**src/rtl/uart_rx_framed.sv**
```systemverilog
// +----------------------------------------------------------------------------+
// | Module      : uart_rx_framed                                               |
// | Description : Parametrised UART receiver (5..9 data bits, none/odd/even    |
// |               parity, 1-2 stop bits) with error flags, overrun and a       |
// |               valid/ack output register. Optional UART_RX_MAJORITY_EN      |
// |               selects 2-of-3 majority bit sampling.                        |
// | Revision    : 1.0 - initial release                                        |
// +----------------------------------------------------------------------------+
`default_nettype none
`timescale 1ns/1ps

module uart_rx_framed #(
    parameter int CLOCKS_PER_BIT = 87,
    parameter int DATA_BITS      = 8,
    parameter int PARITY_MODE    = 0,
    parameter int STOP_BITS      = 1
) (
    input  logic                 clock,
    input  logic                 reset,
    input  logic                 incoming_bit,
    input  logic                 data_ack,
    output logic                 has_data,
    output logic [DATA_BITS-1:0] data_received,
    output logic                 parity_error,
    output logic                 framing_error,
    output logic                 overrun,
    output logic                 is_receiving
);

    localparam int c_cnt_w    = $clog2(CLOCKS_PER_BIT);
    localparam int c_bit_w    = $clog2(DATA_BITS + 1);
    localparam bit c_par_en   = (PARITY_MODE != 0);
    localparam bit c_par_odd  = (PARITY_MODE == 1);

    typedef enum logic [2:0] {
        ST_IDLE   = 3'd0,
        ST_START  = 3'd1,
        ST_DATA   = 3'd2,
        ST_PARITY = 3'd3,
        ST_STOP   = 3'd4
    } state_t;

    logic sync1_q;
    logic sync2_q;
    logic line_prev_q;
    logic w_bit;

    always_ff @(posedge clock or posedge reset) begin
        if (reset) begin
            sync1_q     <= 1'b1;
            sync2_q     <= 1'b1;
            line_prev_q <= 1'b1;
        end else begin
            sync1_q     <= incoming_bit;
            sync2_q     <= sync1_q;
            line_prev_q <= sync2_q;
        end
    end

`ifdef UART_RX_MAJORITY_EN
    // Decision taken one cycle after mid-bit, once the mid+1 sample is present.
    localparam int c_maj_dly = 1;
    logic [1:0] hist_q;

    always_ff @(posedge clock or posedge reset) begin
        if (reset) begin
            hist_q <= 2'b11;
        end else begin
            hist_q <= {hist_q[0], sync2_q};
        end
    end

    assign w_bit = (hist_q[1] & hist_q[0]) | (hist_q[1] & sync2_q) | (hist_q[0] & sync2_q);
`else
    localparam int c_maj_dly = 0;
    assign w_bit = sync2_q;
`endif

    localparam logic [c_cnt_w-1:0] c_mid_cnt = c_cnt_w'((CLOCKS_PER_BIT - 1) / 2 - 1 + c_maj_dly);
    localparam logic [c_cnt_w-1:0] c_bit_end = c_cnt_w'(CLOCKS_PER_BIT - 1);
    localparam logic [c_bit_w-1:0] c_last_data = c_bit_w'(DATA_BITS - 1);
    localparam logic [c_bit_w-1:0] c_last_stop = c_bit_w'(STOP_BITS - 1);

    state_t                 state_q, state_d;
    logic [c_cnt_w-1:0]     cnt_q, cnt_d;
    logic [c_bit_w-1:0]     bitcnt_q, bitcnt_d;
    logic [DATA_BITS-1:0]   shift_q, shift_d;
    logic                   frame_pe_q, frame_pe_d;
    logic                   frame_fe_q, frame_fe_d;
    logic                   done_q, done_d;

    logic                   has_data_q, has_data_d;
    logic [DATA_BITS-1:0]   data_q, data_d;
    logic                   parity_err_q, parity_err_d;
    logic                   framing_err_q, framing_err_d;
    logic                   overrun_q, overrun_d;

    always_ff @(posedge clock or posedge reset) begin
        if (reset) begin
            state_q       <= ST_IDLE;
            cnt_q         <= '0;
            bitcnt_q      <= '0;
            shift_q       <= '0;
            frame_pe_q    <= 1'b0;
            frame_fe_q    <= 1'b0;
            done_q        <= 1'b0;
            has_data_q    <= 1'b0;
            data_q        <= '0;
            parity_err_q  <= 1'b0;
            framing_err_q <= 1'b0;
            overrun_q     <= 1'b0;
        end else begin
            state_q       <= state_d;
            cnt_q         <= cnt_d;
            bitcnt_q      <= bitcnt_d;
            shift_q       <= shift_d;
            frame_pe_q    <= frame_pe_d;
            frame_fe_q    <= frame_fe_d;
            done_q        <= done_d;
            has_data_q    <= has_data_d;
            data_q        <= data_d;
            parity_err_q  <= parity_err_d;
            framing_err_q <= framing_err_d;
            overrun_q     <= overrun_d;
        end
    end

    always_comb begin
        state_d    = state_q;
        cnt_d      = cnt_q;
        bitcnt_d   = bitcnt_q;
        shift_d    = shift_q;
        frame_pe_d = frame_pe_q;
        frame_fe_d = frame_fe_q;
        done_d     = 1'b0;

        case (state_q)
            ST_IDLE: begin
                cnt_d    = '0;
                bitcnt_d = '0;
                // A line stuck low has line_prev_q=0, so it can never retrigger.
                if (line_prev_q && !sync2_q) begin
                    state_d    = ST_START;
                    frame_pe_d = 1'b0;
                    frame_fe_d = 1'b0;
                end
            end
            ST_START: begin
                cnt_d = cnt_q + 1'b1;
                if (cnt_q == c_mid_cnt) begin
                    cnt_d   = '0;
                    state_d = w_bit ? ST_IDLE : ST_DATA;
                end
            end
            ST_DATA: begin
                cnt_d = cnt_q + 1'b1;
                if (cnt_q == c_bit_end) begin
                    cnt_d   = '0;
                    shift_d = {w_bit, shift_q[DATA_BITS-1:1]};
                    if (bitcnt_q == c_last_data) begin
                        bitcnt_d = '0;
                        state_d  = c_par_en ? ST_PARITY : ST_STOP;
                    end else begin
                        bitcnt_d = bitcnt_q + 1'b1;
                    end
                end
            end
            ST_PARITY: begin
                cnt_d = cnt_q + 1'b1;
                if (cnt_q == c_bit_end) begin
                    cnt_d      = '0;
                    frame_pe_d = (((^shift_q) ^ w_bit) != c_par_odd);
                    state_d    = ST_STOP;
                end
            end
            ST_STOP: begin
                cnt_d = cnt_q + 1'b1;
                if (cnt_q == c_bit_end) begin
                    cnt_d = '0;
                    if (!w_bit) begin
                        frame_fe_d = 1'b1;
                    end
                    if (bitcnt_q == c_last_stop) begin
                        bitcnt_d = '0;
                        done_d   = 1'b1;
                        state_d  = ST_IDLE;
                    end else begin
                        bitcnt_d = bitcnt_q + 1'b1;
                    end
                end
            end
            default: begin
                state_d = ST_IDLE;
            end
        endcase
    end

    // An ack in the completion cycle frees the register for the new word.
    always_comb begin
        has_data_d    = has_data_q;
        data_d        = data_q;
        parity_err_d  = parity_err_q;
        framing_err_d = framing_err_q;
        overrun_d     = overrun_q;

        if (done_q) begin
            if (!has_data_q || data_ack) begin
                has_data_d    = 1'b1;
                data_d        = shift_q;
                parity_err_d  = frame_pe_q;
                framing_err_d = frame_fe_q;
                overrun_d     = 1'b0;
            end else begin
                overrun_d = 1'b1;
            end
        end else if (has_data_q && data_ack) begin
            has_data_d    = 1'b0;
            parity_err_d  = 1'b0;
            framing_err_d = 1'b0;
            overrun_d     = 1'b0;
        end
    end

    assign has_data      = has_data_q;
    assign data_received = data_q;
    assign parity_error  = parity_err_q;
    assign framing_error = framing_err_q;
    assign overrun       = overrun_q;
    assign is_receiving  = (state_q != ST_IDLE);

endmodule

`default_nettype wire

```
**config.mk**
```make
export PLATFORM = sky130hd
export DESIGN_NAME = uart_rx_framed
export DESIGN_NICKNAME = d
export VERILOG_FILES = /design/src/rtl/uart_rx_framed.sv
export SDC_FILE = /design/constraint.sdc
export NUM_CORES = 1
export LEC_CHECK = 0
export ABC_AREA = 1
export CORE_UTILIZATION = 25
export DETAILED_ROUTE_END_ITERATION = 10
export PLACE_DENSITY = 0.43
export SLEW_MARGIN = 20
export SYNTH_ARGS = -nofsm -noshare
export SYNTH_HDL_FRONTEND = slang
export SYNTH_SLANG_ARGS = --single-unit
```
**constraint.sdc**
```tcl
create_clock -name clock -period 1.9 [get_ports clock]
set_input_delay 0.19 -clock clock [delete_from_list [all_inputs] [get_ports clock]]
set_output_delay 0.19 -clock clock [all_outputs]
set_load 0.03 [all_outputs]
```
==> flow_summary_export.csv, run 1 <==
group,metric,value,unit
clocking,clock_latency,290,ps
timing,post-route-period-util,84.3,%
route,drc,0,
die,chipHeight,93.9,um
yosys,synth_compound_area_share,11.8,%
timing,grt_setup_unrepaired,"no",
die,start_util,25.8,%
hold_path,hp-class,"primary input to register",
status,outcome,"finished clean",
worst_setup_path,cp.depth,9,
yosys,netlist.area_leader.share,43.9,%
final_layout,post-route-util,30.3,%
timing,finClkSkew,5.42,ps
route,viasPerCell,4.28,
power_and_ir_drop,fin_total_pwr,2.42,mW
clocking,clock-sinks,40,
timing,fmax,624,MHz
clocking,cts_tree,"built",
timing,tightest_slew,568,ps
yosys,synth.distinct_cells,32,
final_layout,layoutNonFillerInstCount,387,
timing,slew_violations,0,
global_route,antenna_found_initial,0,
worst_setup_path,setup.worst_path.start,"cnt_q[0]",
yosys,yosys_register_bits,40,
route,drt-wirelength-per-cell,10.8,um
timing,fin_ws,298,ps
clocking,cts_made_buffers,5,
yosys,syn_nets,269,
final_layout,design_area,0.00247,sq mm
worst_setup_path,criticalPathCategory,"register to register",
timing,setup_viol,0,
global_route,grt_max_degree,41,
yosys,synthMuxAreaShare,0,%
flow_run,cap_violations,0,
final_layout,layout-drive-gt1-share,12.8,%
yosys,synth_area_leaders,"dfrtp_1, nand2_1, inv_1, nand3_1, dfstp_2",
die,dieArea,0.00881,sq mm
timing,worst_hold_slack,302,ps
yosys,synth.avg_cell_area,8.08,sq um
clocking,holdBufCountCts,0,
route,ant_nets,0,
clocking,root_buffer,"clkbuf_8",
power_and_ir_drop,p_per_area,977,mW/mm^2
worst_setup_path,cp-endpoint,"shift_q[6]",
worst_setup_path,end_kind,"register",
placed_design,globalplace.congestion,0.766,
global_route,grt_pass1_vias,1623,
worst_setup_path,path_buf_inv,3,
final_layout,antenna_cells,0,
die,num_rows,33,
yosys,synthSimpleGateAreaFrac,29.7,%
power_and_ir_drop,p_leak,1.17,nW
worst_setup_path,worstRegToRegCells,9,
yosys,synthAdderAreaFrac,2.37,%
global_route,grt_usage,11.0,%
worst_setup_path,r2r_slack,300,ps
placed_design,post-dp-hpwl,3.02,mm
die,die_x,93.9,um
timing,maxSlewHeadroom,62.0,%
clocking,cts_buffer_depth,2,
worst_setup_path,crit_required,2080,ps
worst_setup_path,slowest_stage,"dfrtp_1",
timing,fin_tns_setup,0,ps
placed_design,post-place-ws,282,ps
yosys,synth.largest_area_cell,"dfrtp_1",
yosys,synth_xor_area_share,0.830,%
yosys,yosys_warnings,0,
timing,period_needed,1600,ps
placed_design,port_buffers,16,
final_layout,final_nets,290,
timing,hold_violations,0,
die,core,0.00818,sq mm
worst_setup_path,cp.arrival,1780,ps
yosys,yosysSeqAreaShare,47.6,%
placed_design,dp_cells,380,
worst_setup_path,critical-path-top-delay-family,"simple AND/OR/NAND/NOR gates",
power_and_ir_drop,ir_drop,0.768,mV
yosys,syn-instance-count,261,
worst_setup_path,slowest_delay,410,ps
worst_setup_path,timing.rr.start,"cnt_q[0]",
route,drt-initial-drc-count,56,
final_layout,multi_input_area,942,sq um
clocking,path_clk_slew,80,ps
global_route,grt_overflow,0,
yosys,netlist_area,0.00211,sq mm
route,vias,1658,
route,firstDrtPassIters,4,
die,ios,17,
worst_setup_path,path_cells,"inv_1, ha_1, nand2_1, inv_1, nand4_4, clkinv_2, nand3_4, nand2_1, o21ai_2",
final_layout,n_fill_cell,885,
clocking,h-tree-depth,2,
route,routed_wl,4.17,mm
yosys,synth_top_family_by_area,"simple AND/OR/NAND/NOR gates",
worst_setup_path,timing.rr.end,"shift_q[6]",
placed_design,placed_area,0.00239,sq mm
final_layout,seqCellArea,0.00100,sq mm
global_route,grt_pass1_wl,7.60,mm
final_layout,layout-area-overhead-vs-synth,17.3,%
worst_setup_path,cp-start-kind,"register",
worst_setup_path,crit_path_max_fanout,16,
[worst reg2reg max path, stage by stage, from the launching register on]
cell and delay, ps:
dfrtp_1 410, inv_1 100, ha_1 180, nand2_1 60, inv_1 80, nand4_4 140
clkinv_2 120, nand3_4 210, nand2_1 140, o21ai_2 60
[area by class of cell]
cell class | instances | area share (%)
multi-input cells | 182 | 38.1
inverters | 34 | 5.21
repair buffers | 19 | 7.49
clock buffers | 5 | 2.78
well taps | 105 | 5.31
clock inverters | 2 | 0.506
flip-flops and latches | 40 | 40.6
[power by group]
group / total [mW] / leakage (nW) / internal (mW) / switching, mW
clock: 0.546 / 0.0400 / 0.249 / 0.297
combinational: 0.879 / 0.582 / 0.273 / 0.606
sequential: 0.992 / 0.543 / 0.922 / 0.0698
[kinds of logic (layout without fill, tap and decap cells)]
family,count (synthesis),after routing
AND/OR/NAND/NOR,137,137
flip-flops,40,40
adder cells (fa/ha/maj),4,4
XOR/XNOR,2,2
AO/OA/AOI/OAI,39,39
buffers and inverters,39,60
[how the worst min path moves through the flow]
| stage | start | end | cells past startpoint |
|---|---|---|---|
| 6_report | incoming_bit | sync1_q | 1 |
| 3_5_place_dp | sync1_q | sync2_q | 0 |
| 2_1_floorplan | incoming_bit | sync1_q | 0 |
| 5_1_grt | incoming_bit | sync1_q | 1 |
| 4_1_cts | incoming_bit | sync1_q | 1 |
| 3_3_place_gp | sync1_q | sync2_q | 0 |
[cell usage after synthesis]
library cell,instances
dfstp_2,3
o21bai_1,1
nand4_4,1
inv_2,3
xor2_1,2
clkinv_2,1
a21boi_1,2
nor2_4,1
o211ai_1,1
o21ai_2,9
nor4_1,1
clkbuf_1,2
dfrtp_1,37
buf_4,2
buf_6,1
o21ai_0,13
a211oi_1,1
a21boi_0,1
nand3_4,1
nor2_8,1
nand4_1,2
o21ai_1,1
nor3_1,3
nand2_2,6
nand3b_1,2
nand2_1,84
nor2_1,17
ha_1,4
inv_1,30
a21oi_1,9
o211a_1,1
nand3_1,18
[what timing repair did]
| action | 4_1_cts | 5_1_grt |
|---|---|---|
| gates resized for setup | 0 | 1 |
| setup buffers | 0 | 0 |
| setup endpoints to repair | 0 | 1 |
[state kept, by name, indices dropped and copies added, names as in the netlist]
signal / cells
shift_q: 8
has_data: 1
sync1_q: 1
sync2_q: 1
state_q: 3
bitcnt_q: 4
data_received: 8
frame_fe_q: 1
parity_error: 1
framing_error: 1
overrun: 1
done_q: 1
line_prev_q: 1
frame_pe_q: 1
cnt_q: 7
[cell usage in the layout (no fill, tap or decap), types with 5 or more instances in the layout]
master           count
o21ai_2              9
nand3_1             18
nor2_1              17
dfrtp_1             37
nand2_2              6
a21oi_1              9
inv_1               30
clkdlybuf4s50_1     15
clkbuf_8             5
o21ai_0             13
nand2_1             84
[layer usage]
layer | global-route usage (%) | share of wire, %
met1 | 14.7 | 51
met5 | 0 | 0
met4 | 3.46 | 1.1
met2 | 17.3 | 45
met3 | 2.83 | 3.7
Power figures use the tool's default switching activity.
==> run 2: changes to the inputs <==
==> constraint.sdc (replaced) <==
create_clock -name clock -period 1.5 [get_ports clock]
set_input_delay 0.15 -clock clock [delete_from_list [all_inputs] [get_ports clock]]
set_output_delay 0.15 -clock clock [all_outputs]
set_load 0.03 [all_outputs]
==> run 2 against run 1 <==
Against the previous run:
- sequential cell count unchanged
- global-route usage is 0.20 points lower
- combinational power grew 43%
- core utilization increased by 1.7 points
- non-clock buffer count grew 6
- wire length increased by 6.0%
- cell area increased by 5.7%
- highest routed layer unchanged
==> flow_summary_export.csv, run 2 (same netlist as run 1, synthesis figures left out) <==
group,metric,value,unit
route,viasPerCell,4.35,
die,dieArea,0.00881,sq mm
route,ant_nets,0,
worst_setup_path,cp.depth,1,
worst_setup_path,worstRegToRegCells,9,
final_layout,design_area,0.00262,sq mm
timing,setup_viol,0,
placed_design,globalplace.congestion,0.773,
die,chipHeight,93.9,um
final_layout,layout_commonest_cell,"nand2_1",
die,num_rows,33,
timing,finClkSkew,5.16,ps
clocking,path_clk_slew,80,ps
placed_design,post-place-ws,37.3,ps
worst_setup_path,slowest_stage,"clkdlybuf4s50_1",
placed_design,dp_cells,386,
timing,grt_setup_unrepaired,"yes",
power_and_ir_drop,p_leak,1.33,nW
final_layout,antenna_cells,0,
global_route,grt_pass1_wl,7.49,mm
route,routed_wl,4.42,mm
clocking,clock_latency,290,ps
die,die_x,93.9,um
power_and_ir_drop,fin_total_pwr,3.26,mW
clocking,root_buffer,"clkbuf_8",
timing,worst_hold_slack,220,ps
final_layout,seqCellArea,0.00101,sq mm
worst_setup_path,r2r_slack,110,ps
route,drt-initial-drc-count,112,
final_layout,post-route-util,32.0,%
worst_setup_path,slowest_delay,670,ps
worst_setup_path,criticalPathCategory,"register to output port",
final_layout,multi_input_area,991,sq um
worst_setup_path,timing.rr.start,"state_q[0]",
final_layout,layout_common_cells,"nand2_1, dfrtp_1, inv_1, nand3_1, nor2_1",
clocking,h-tree-depth,2,
route,highest_layer,"met4",
route,wl_met3,201,um
placed_design,placed_area,0.00246,sq mm
status,outcome,"finished clean",
worst_setup_path,path_buf_inv,1,
die,start_util,25.8,%
timing,slew_violations,0,
global_route,grt_max_degree,41,
final_layout,layout-area-overhead-vs-synth,24.0,%
clocking,clock-sinks,40,
final_layout,n_fill_cell,883,
worst_setup_path,timing.rr.end,"state_q[2]",
flow_run,cap_violations,0,
placed_design,port_buffers,16,
worst_setup_path,crit_path_max_fanout,2,
route,vias,1715,
timing,post-route-period-util,96.8,%
power_and_ir_drop,ir_drop,0.828,mV
global_route,antenna_found_initial,0,
final_layout,layoutNonFillerInstCount,394,
die,core,0.00818,sq mm
route,wl_met1,2.16,mm
worst_setup_path,critical-path-top-delay-family,"buffers and inverters",
timing,period_needed,1450,ps
clocking,cts_buffer_depth,2,
timing,fin_ws,47.4,ps
final_layout,final_nets,297,
global_route,grt_pass1_vias,1584,
final_layout,layout-drive-gt1-share,18.7,%
hold_path,hp-class,"primary input to async pin",
route,firstDrtPassIters,4,
timing,fin_tns_setup,0,ps
timing,hold_violations,0,
placed_design,post-dp-hpwl,3.07,mm
worst_setup_path,end_kind,"output port",
route,dr_wl_met2,2.03,mm
route,drt-wirelength-per-cell,11.2,um
timing,maxSlewHeadroom,78.4,%
worst_setup_path,crit_required,1350,ps
worst_setup_path,cp.arrival,1300,ps
clocking,cts_made_buffers,5,
timing,fmax,688,MHz
power_and_ir_drop,p_per_area,1250,mW/mm^2
die,ios,17,
clocking,cts_tree,"built",
worst_setup_path,path_cells,"clkdlybuf4s50_1",
global_route,grt_overflow,0,
route,drc,0,
timing,tightest_slew,323,ps
worst_setup_path,cp-start-kind,"register",
global_route,grt_usage,10.8,%
## run 2: cell types whose count changed in the layout (fill, tap and decap cells not counted), sizes merged
cell,before,now
clkdlybuf4s50,15,8
nand3,19,20
buf,3,10
dlymetal6s2s,1,7
clkinv,2,1
inv,33,34
## run 2: what timing repair did
item	CTS	global route
hold buffers	0	0
setup endpoints to repair	0	28
gates resized for setup	0	25
buffers inserted	0	0
## run 2: how the worst max path moves through the flow
| stage | slack (ps) | to | start |
|---|---|---|---|
| 4_1_cts | 8 | has_data | has_data |
| 2_1_floorplan | 50 | shift_q[0] | cnt_q[0] |
| 6_report | 50 | data_received[4] | data_received[4] |
| 5_1_grt | -20 | state_q[1] | cnt_q[0] |
| 3_5_place_dp | 40 | bitcnt_q[3] | cnt_q[0] |
| 3_3_place_gp | 60 | shift_q[1] | cnt_q[0] |
## run 2: power breakdown
| group | switching (mW) | total [mW] | leakage, nW | internal (mW) |
|---|---|---|---|---|
| logic | 0.830 | 1.26 | 0.747 | 0.434 |
| registers | 0.122 | 1.29 | 0.540 | 1.17 |
| clock network | 0.389 | 0.705 | 0.0400 | 0.316 |
| total | 1.34 | 3.26 | 1.33 | 1.92 |
## run 2: per-layer routing
metal  vias to the layer above  track usage (%)
li1                        889                -
met1                       792             14.7
met2                        32             17.2
met3                         2             2.51
met4                         0             2.69
met5                         -                0
## run 2: area by class of cell
cell class                 instances  share of cell area (%)
sequential                        40                    38.5
multi-input combinational        183                    37.9
tap                              105                    5.02
clock inverter                     2                   0.478
timing repair buffer              25                    10.4
inverter                          34                    5.07
clock buffer                       5                    2.63
==> RTL edit 1 (config.mk and constraints of run 2) <==
Re-encode `state_t` (5 states) as one-hot, 5 bits wide.
--- a/src/rtl/uart_rx_framed.sv
+++ b/src/rtl/uart_rx_framed.sv
@@ -32,12 +32,12 @@
     localparam bit c_par_en   = (PARITY_MODE != 0);
     localparam bit c_par_odd  = (PARITY_MODE == 1);
 
-    typedef enum logic [2:0] {
-        ST_IDLE   = 3'd0,
-        ST_START  = 3'd1,
-        ST_DATA   = 3'd2,
-        ST_PARITY = 3'd3,
-        ST_STOP   = 3'd4
+    typedef enum logic [4:0] {
+        ST_IDLE   = 5'b00001,
+        ST_START  = 5'b00010,
+        ST_DATA   = 5'b00100,
+        ST_PARITY = 5'b01000,
+        ST_STOP   = 5'b10000
     } state_t;
 
     logic sync1_q;
Behaviour: no difference found for any inputs over 10 cycles, from zero or initial values and one cycle with reset high; not proved beyond that.
==> RTL edit 1 against run 2 <==
Clock power increased by 30%; cell area decreased by 5.4%; sequential cell count decreased by 1; power increased by 3.5%; worst hold slack got worse by 11 ps; routed wire length decreased by 13%; die area decreased by 5.5%; sequential share of layout area increased by 1.2 points; worst setup slack got worse by 3.3 ps; synthesized cell count decreased by 14%; first-iteration DRC count decreased by 67%; area after synthesis decreased by 5.6%.
==> RTL edit 1: results (changes against run 2) <==
| Metric | Value |
|---|---|
| CTS Root Cell | `clkbuf_8` |
| Clk_lat worst skew | `290 ps (about the same)` |
| Crit-path max FO | `2 (unchanged)` |
| DR iter-0 viols | `37 (-67%)` |
| Synth top cells by count | `nand2_1, dfrtp_1, inv_1` |
| Status | `complete, no violations` |
| Post-Route WL | `3840 um (-13%)` |
| Pre-antenna DRT Iters | `4 (unchanged)` |
| Slowest CP cell | `clkdlybuf4s50_1` |
| Prevailing post-synth register cell | `dfrtp_1` |
| Worst path max stage delay | `670 ps (about the same)` |
| Synth unique cells | `33 (+3.1%)` |
| Async SR Flop Fraction | `100% (unchanged)` |
| Post-place setup slack | `-9.62 ps (-46.9 ps)` |
| Final antenna-violating net count | `0 (unchanged)` |
| Share of cells above drive strength 1 | `26.5% (+7.8 points)` |
| Largest net degree at the start of global routing | `40 (-2.4%)` |
| Tcrit/Tclk final | `97.1% (+0.22 points)` |
| Worst Skew | `5.75 ps (+0.597 ps)` |
| Number of antenna violations at the first check in global routing | `0 (unchanged)` |
| Final #Nets | `260 (-12%)` |
| # port buffers | `15 (-1)` |
| FF-to-FF path depth | `11 (+2)` |
| DP HPWL | `2720 um (-11%)` |
| Psw | `0.00126 W (-6.3%)` |
| Number of CTS-inserted buffers | `5 (unchanged)` |
| GRT Overall Usage | `10.0% (-0.75 points)` |
| Vias per Instance | `4.06 (-6.8%)` |
| Sequential area share after synthesis | `49.3% (+1.6 points)` |
| CTS max path bufs | `2 (unchanged)` |
| Leading cell types by total area after synthesis | `dfrtp_1, nand2_1, dfstp_2` |
| Static Leak | `1.22 nW (-8.0%)` |
| VDD IR max | `592 uV (-28%)` |
| Type of the tightest min-delay check | `in -> async` |
| Clock transition at path regs | `80 ps (about the same)` |
| Delay-heaviest family, CP | `buffers and inverters` |
| Htree depth | `2 (unchanged)` |
| Vias in the first global route | `1442 (-9.0%)` |
| Yosys warnings | `0 (unchanged)` |
| N_diodes | `0 (unchanged)` |
| First-pass GRT wire length | `6710 um (-10%)` |
| CP Data Arrival Time | `1310 ps` |
| GP Congestion | `0.730 (-5.5%)` |
| Syn Nets | `232 (-14%)` |
## RTL edit 1: cell count changes after synthesis, moves of 4 or more
cell     change
a21oi_1      -9
inv_1        -5
nand2_1     -33
nand2_4      +4
nor2_2       +4
o21ai_1      +6
## RTL edit 1: layer usage
layer  vias up  track usage, %  wire length [um]
met5         -               0                 0
met4         0            3.57                41
met3         4            2.43               117
met2        20            15.6              1690
met1       652            13.6              1990
li1        764               -                 -
## RTL edit 1: power groups by stage
stage / combinational, W / sequential [W] / clock [W]
final: 0.00123 / 0.00123 / 0.000920
after global routing: 0.00137 / 0.00124 / 0.000992
after CTS: 0.00122 / 0.00122 / 0.000965
after detailed placement: 0.00121 / 0.00124 / 0
after global placement: 0.00122 / 0.00124 / 0
after floorplan: 0.000864 / 0.00124 / 0
## RTL edit 1: metrics by stage
| stage | std cells | instance area (um^2) | power, W | hold WS (ps) | TNS, ps |
|---|---|---|---|---|---|
| after global routing | 355 | 2470 | 0.00360 | 265 | -13.1 |
| final | 355 | 2470 | 0.00338 | 209 | 0 |
| after CTS | 354 | 2440 | 0.00341 | 208 | -0.628 |
| after global placement | 346 | 2320 | 0.00246 | 347 | 0 |
| after floorplan | 224 | 1990 | 0.00210 | 154 | 0 |
| after detailed placement | 346 | 2320 | 0.00246 | 350 | -9.62 |
## RTL edit 1: what timing repair did
action                                  4_1_cts  5_1_grt
hold buffers                                  0        0
endpoints found under the setup margin        4       24
pin swaps                                     2        2
gates resized for setup                       5       16
endpoints found under the hold margin         0        0
setup buffers                                 0        1
## RTL edit 1: worst paths after layout
check	from	to	slack (ps)
setup / recovery	data_received[4]	data_received[4]	40
setup reg to reg	cnt_q[0]	state_q[2]	100
hold / removal	reset	state_q[4]	210
max in group asynchronous	reset	line_prev_q	1040
hold reg to reg	sync1_q	sync2_q	360
min in group clock	incoming_bit	sync1_q	270
## RTL edit 1: cells by family after synthesis
family          Yosys count  share of synthesized area, %
other cells               1                         0.188
compound gates           30                          10.2
xor+xnor                  3                          1.32
simple gates            111                          28.5
fa+ha+maj                 4                          2.51
flops                    39                          49.3
mux                       1                         0.566
buf+inv                  35                          7.35
## RTL edit 1: area by class of cell
| class | instances | area, um^2 |
|---|---|---|
| clock buffers | 6 | 82.6 |
| clock inverters | 2 | 35.0 |
| fillers | 833 | 5250 |
| inverters | 32 | 124 |
| multi-input cells | 150 | 886 |
| flip-flops and latches | 39 | 982 |
| well taps | 102 | 128 |
| repair buffers | 24 | 236 |
==> RTL edit 2 (settings of run 2) <==
Without the edit above. The parameter `CLOCKS_PER_BIT` goes from 87 to 174.
--- a/src/rtl/uart_rx_framed.sv
+++ b/src/rtl/uart_rx_framed.sv
@@ -10,7 +10,7 @@
 `timescale 1ns/1ps
 
 module uart_rx_framed #(
-    parameter int CLOCKS_PER_BIT = 87,
+    parameter int CLOCKS_PER_BIT = 174,
     parameter int DATA_BITS      = 8,
     parameter int PARITY_MODE    = 0,
     parameter int STOP_BITS      = 1
Behaviour: same outputs for any inputs over 10 cycles, from zero or initial values and one cycle with reset high; that may be too few to reach the edited logic, so the function may still have changed.
==> RTL edit 2 against run 2 <==
Worst setup slack gained 17 ps; power rose by 6.1%; clock power rose by 3%; core utilization increased by 0.45 points; global-route usage shrank 0.20 points; register-to-register slack got worse by 50 ps; sequential cell count increased by 1; routed wire length down 4.2%; cell area rose by 3.4%; area after synthesis increased by 3.3%; die area increased by 3.2%; largest power group is now combinational cells.
==> RTL edit 2: results (changes against run 2) <==
| Metric | Value |
|---|---|
| Pre-antenna DRT Iters | `4 (unchanged)` |
| CP Data Arrival Time | `1620 ps (+320 ps)` |
| GP Congestion | `0.699 (-9.6%)` |
| Status | `complete, no violations` |
| Worst Skew | `5.52 ps (+0.367 ps)` |
| GRT Overall Usage | `10.6% (-0.20 points)` |
| Multi-input logic portion of the cell area | `39.7% (+1.8 points)` |
| Slowest CP cell | `dfrtp_1` |
| Syn Nets | `268 (-0.37%)` |
| Reg area | `1030 um^2 (+2.2%)` |
| Largest net degree at the start of global routing | `42 (+2.4%)` |
| Clk_lat worst skew | `290 ps (about the same)` |
| DP HPWL | `3080 um (+0.33%)` |
| Synth top cells by count | `nand2_1, dfrtp_1, inv_1` |
| CTS max path bufs | `2 (unchanged)` |
| Async SR Flop Fraction | `100% (unchanged)` |
| N_diodes | `0 (unchanged)` |
| # port buffers | `16 (unchanged)` |
| Buffering overhead | `9.85% (-0.53 points)` |
| Crit-path max FO | `6 (+4)` |
| Slew HR | `78.0% (-0.42 points)` |
| Fillcell total | `901 (+2.0%)` |
| Yosys warnings | `0 (unchanged)` |
| DR iter-0 viols | `61 (-46%)` |
| Non-clock buffer count | `25 (unchanged)` |
| Type of the tightest min-delay check | `in -> async` |
| Sequential area share after synthesis | `47.2% (-0.38 points)` |
| Worst path max stage delay | `390 ps (-280 ps)` |
| VDD IR max | `418 uV (-50%)` |
| Number of CTS-inserted buffers | `5 (unchanged)` |
| Post-place setup slack | `54.1 ps (+16.8 ps)` |
| Yosys reg bits | `41 (+2.5%)` |
| First-pass GRT wire length | `7550 um (+0.83%)` |
| Multi-input comb cells | `185 (+1.1%)` |
| Number of antenna violations at the first check in global routing | `0 (unchanged)` |
| Syn avg cell area | `8.38 um^2 (+3.7%)` |
| Final #Nets | `297 (unchanged)` |
| Post-Layout Cell Count | `395 (+0.25%)` |
| Leading cell types by total area after synthesis | `dfrtp_1, nand2_1, inv_1` |
| Clock transition at path regs | `80 ps (about the same)` |
| Share of cells above drive strength 1 | `23.8% (+5.1 points)` |
| Clock buf/inv share | `3.19% (+0.081 points)` |
| Synth unique cells | `31 (-3.1%)` |
| Detailed-route via count | `1650 (-3.8%)` |
| Static Leak | `1.47 nW (+11%)` |
| Delay-heaviest family, CP | `simple AND/OR/NAND/NOR gates` |
| CTS Root Cell | `clkbuf_8` |
| Non-Clock Inverter Count | `31 (-8.8%)` |
| Dpl cells | `385 (-0.26%)` |
| Prevailing post-synth register cell | `dfrtp_1` |
| Htree depth | `2 (unchanged)` |
| Post-Route WL | `4240 um (-4.2%)` |
-- RTL edit 2: logic make-up (layout without fill, tap and decap cells) --
| kind of cell | after synthesis | count (layout) | share of synthesized area (%) |
|---|---|---|---|
| flops | 41 | 41 | 47.2 |
| simple gates | 145 | 145 | 32.8 |
| buf+inv | 34 | 64 | 6.26 |
| xor+xnor | 6 | 6 | 2.41 |
| fa+ha+maj | 4 | 4 | 2.30 |
| compound gates | 30 | 30 | 8.96 |
-- RTL edit 2: power by group --
part / switching, W / internal (W)
sequential: 0.0000913 / 0.00119
combinational: 0.000919 / 0.000534
clock: 0.000402 / 0.000322
-- RTL edit 2: worst paths after layout --
kind | from | end | slack [ps] | depth (start not counted)
setup / recovery | cnt_q[1] | cnt_q[5] | 60 | 9
hold / removal | reset | cnt_q[6] | 210 | 3
setup reg to reg | cnt_q[1] | cnt_q[5] | 60 | 9
hold reg to reg | sync1_q | sync2_q | 360 | 0
max in group asynchronous | reset | line_prev_q | 1010 | 3
min in group clock | incoming_bit | sync1_q | 250 | 1
-- RTL edit 2: what timing repair did --
item	4_1_cts	5_1_grt
setup buffers	0	2
setup endpoints to repair	2	32
pin swaps	0	5
hold endpoints to repair	0	0
gates cloned	0	0
resized for setup	2	25
-- RTL edit 2: per-stage QoR --
stage                     hold WS [ps]  cell area (um^2)
after floorplan                    154              2180
after global placement             348              2520
after detailed placement           348              2520
after CTS                          221              2600
after global routing               240              2710
final                              213              2710
-- RTL edit 2: metal layers --
| metal | vias to the layer above | part of all wire, % | global-route usage (%) |
|---|---|---|---|
| li1 | 879 | - | - |
| met1 | 742 | 51 | 14.5 |
| met2 | 24 | 44 | 16.8 |
| met3 | 5 | 3.8 | 1.75 |
| met4 | 0 | 1.5 | 3.73 |
| met5 | - | 0 | 0 |
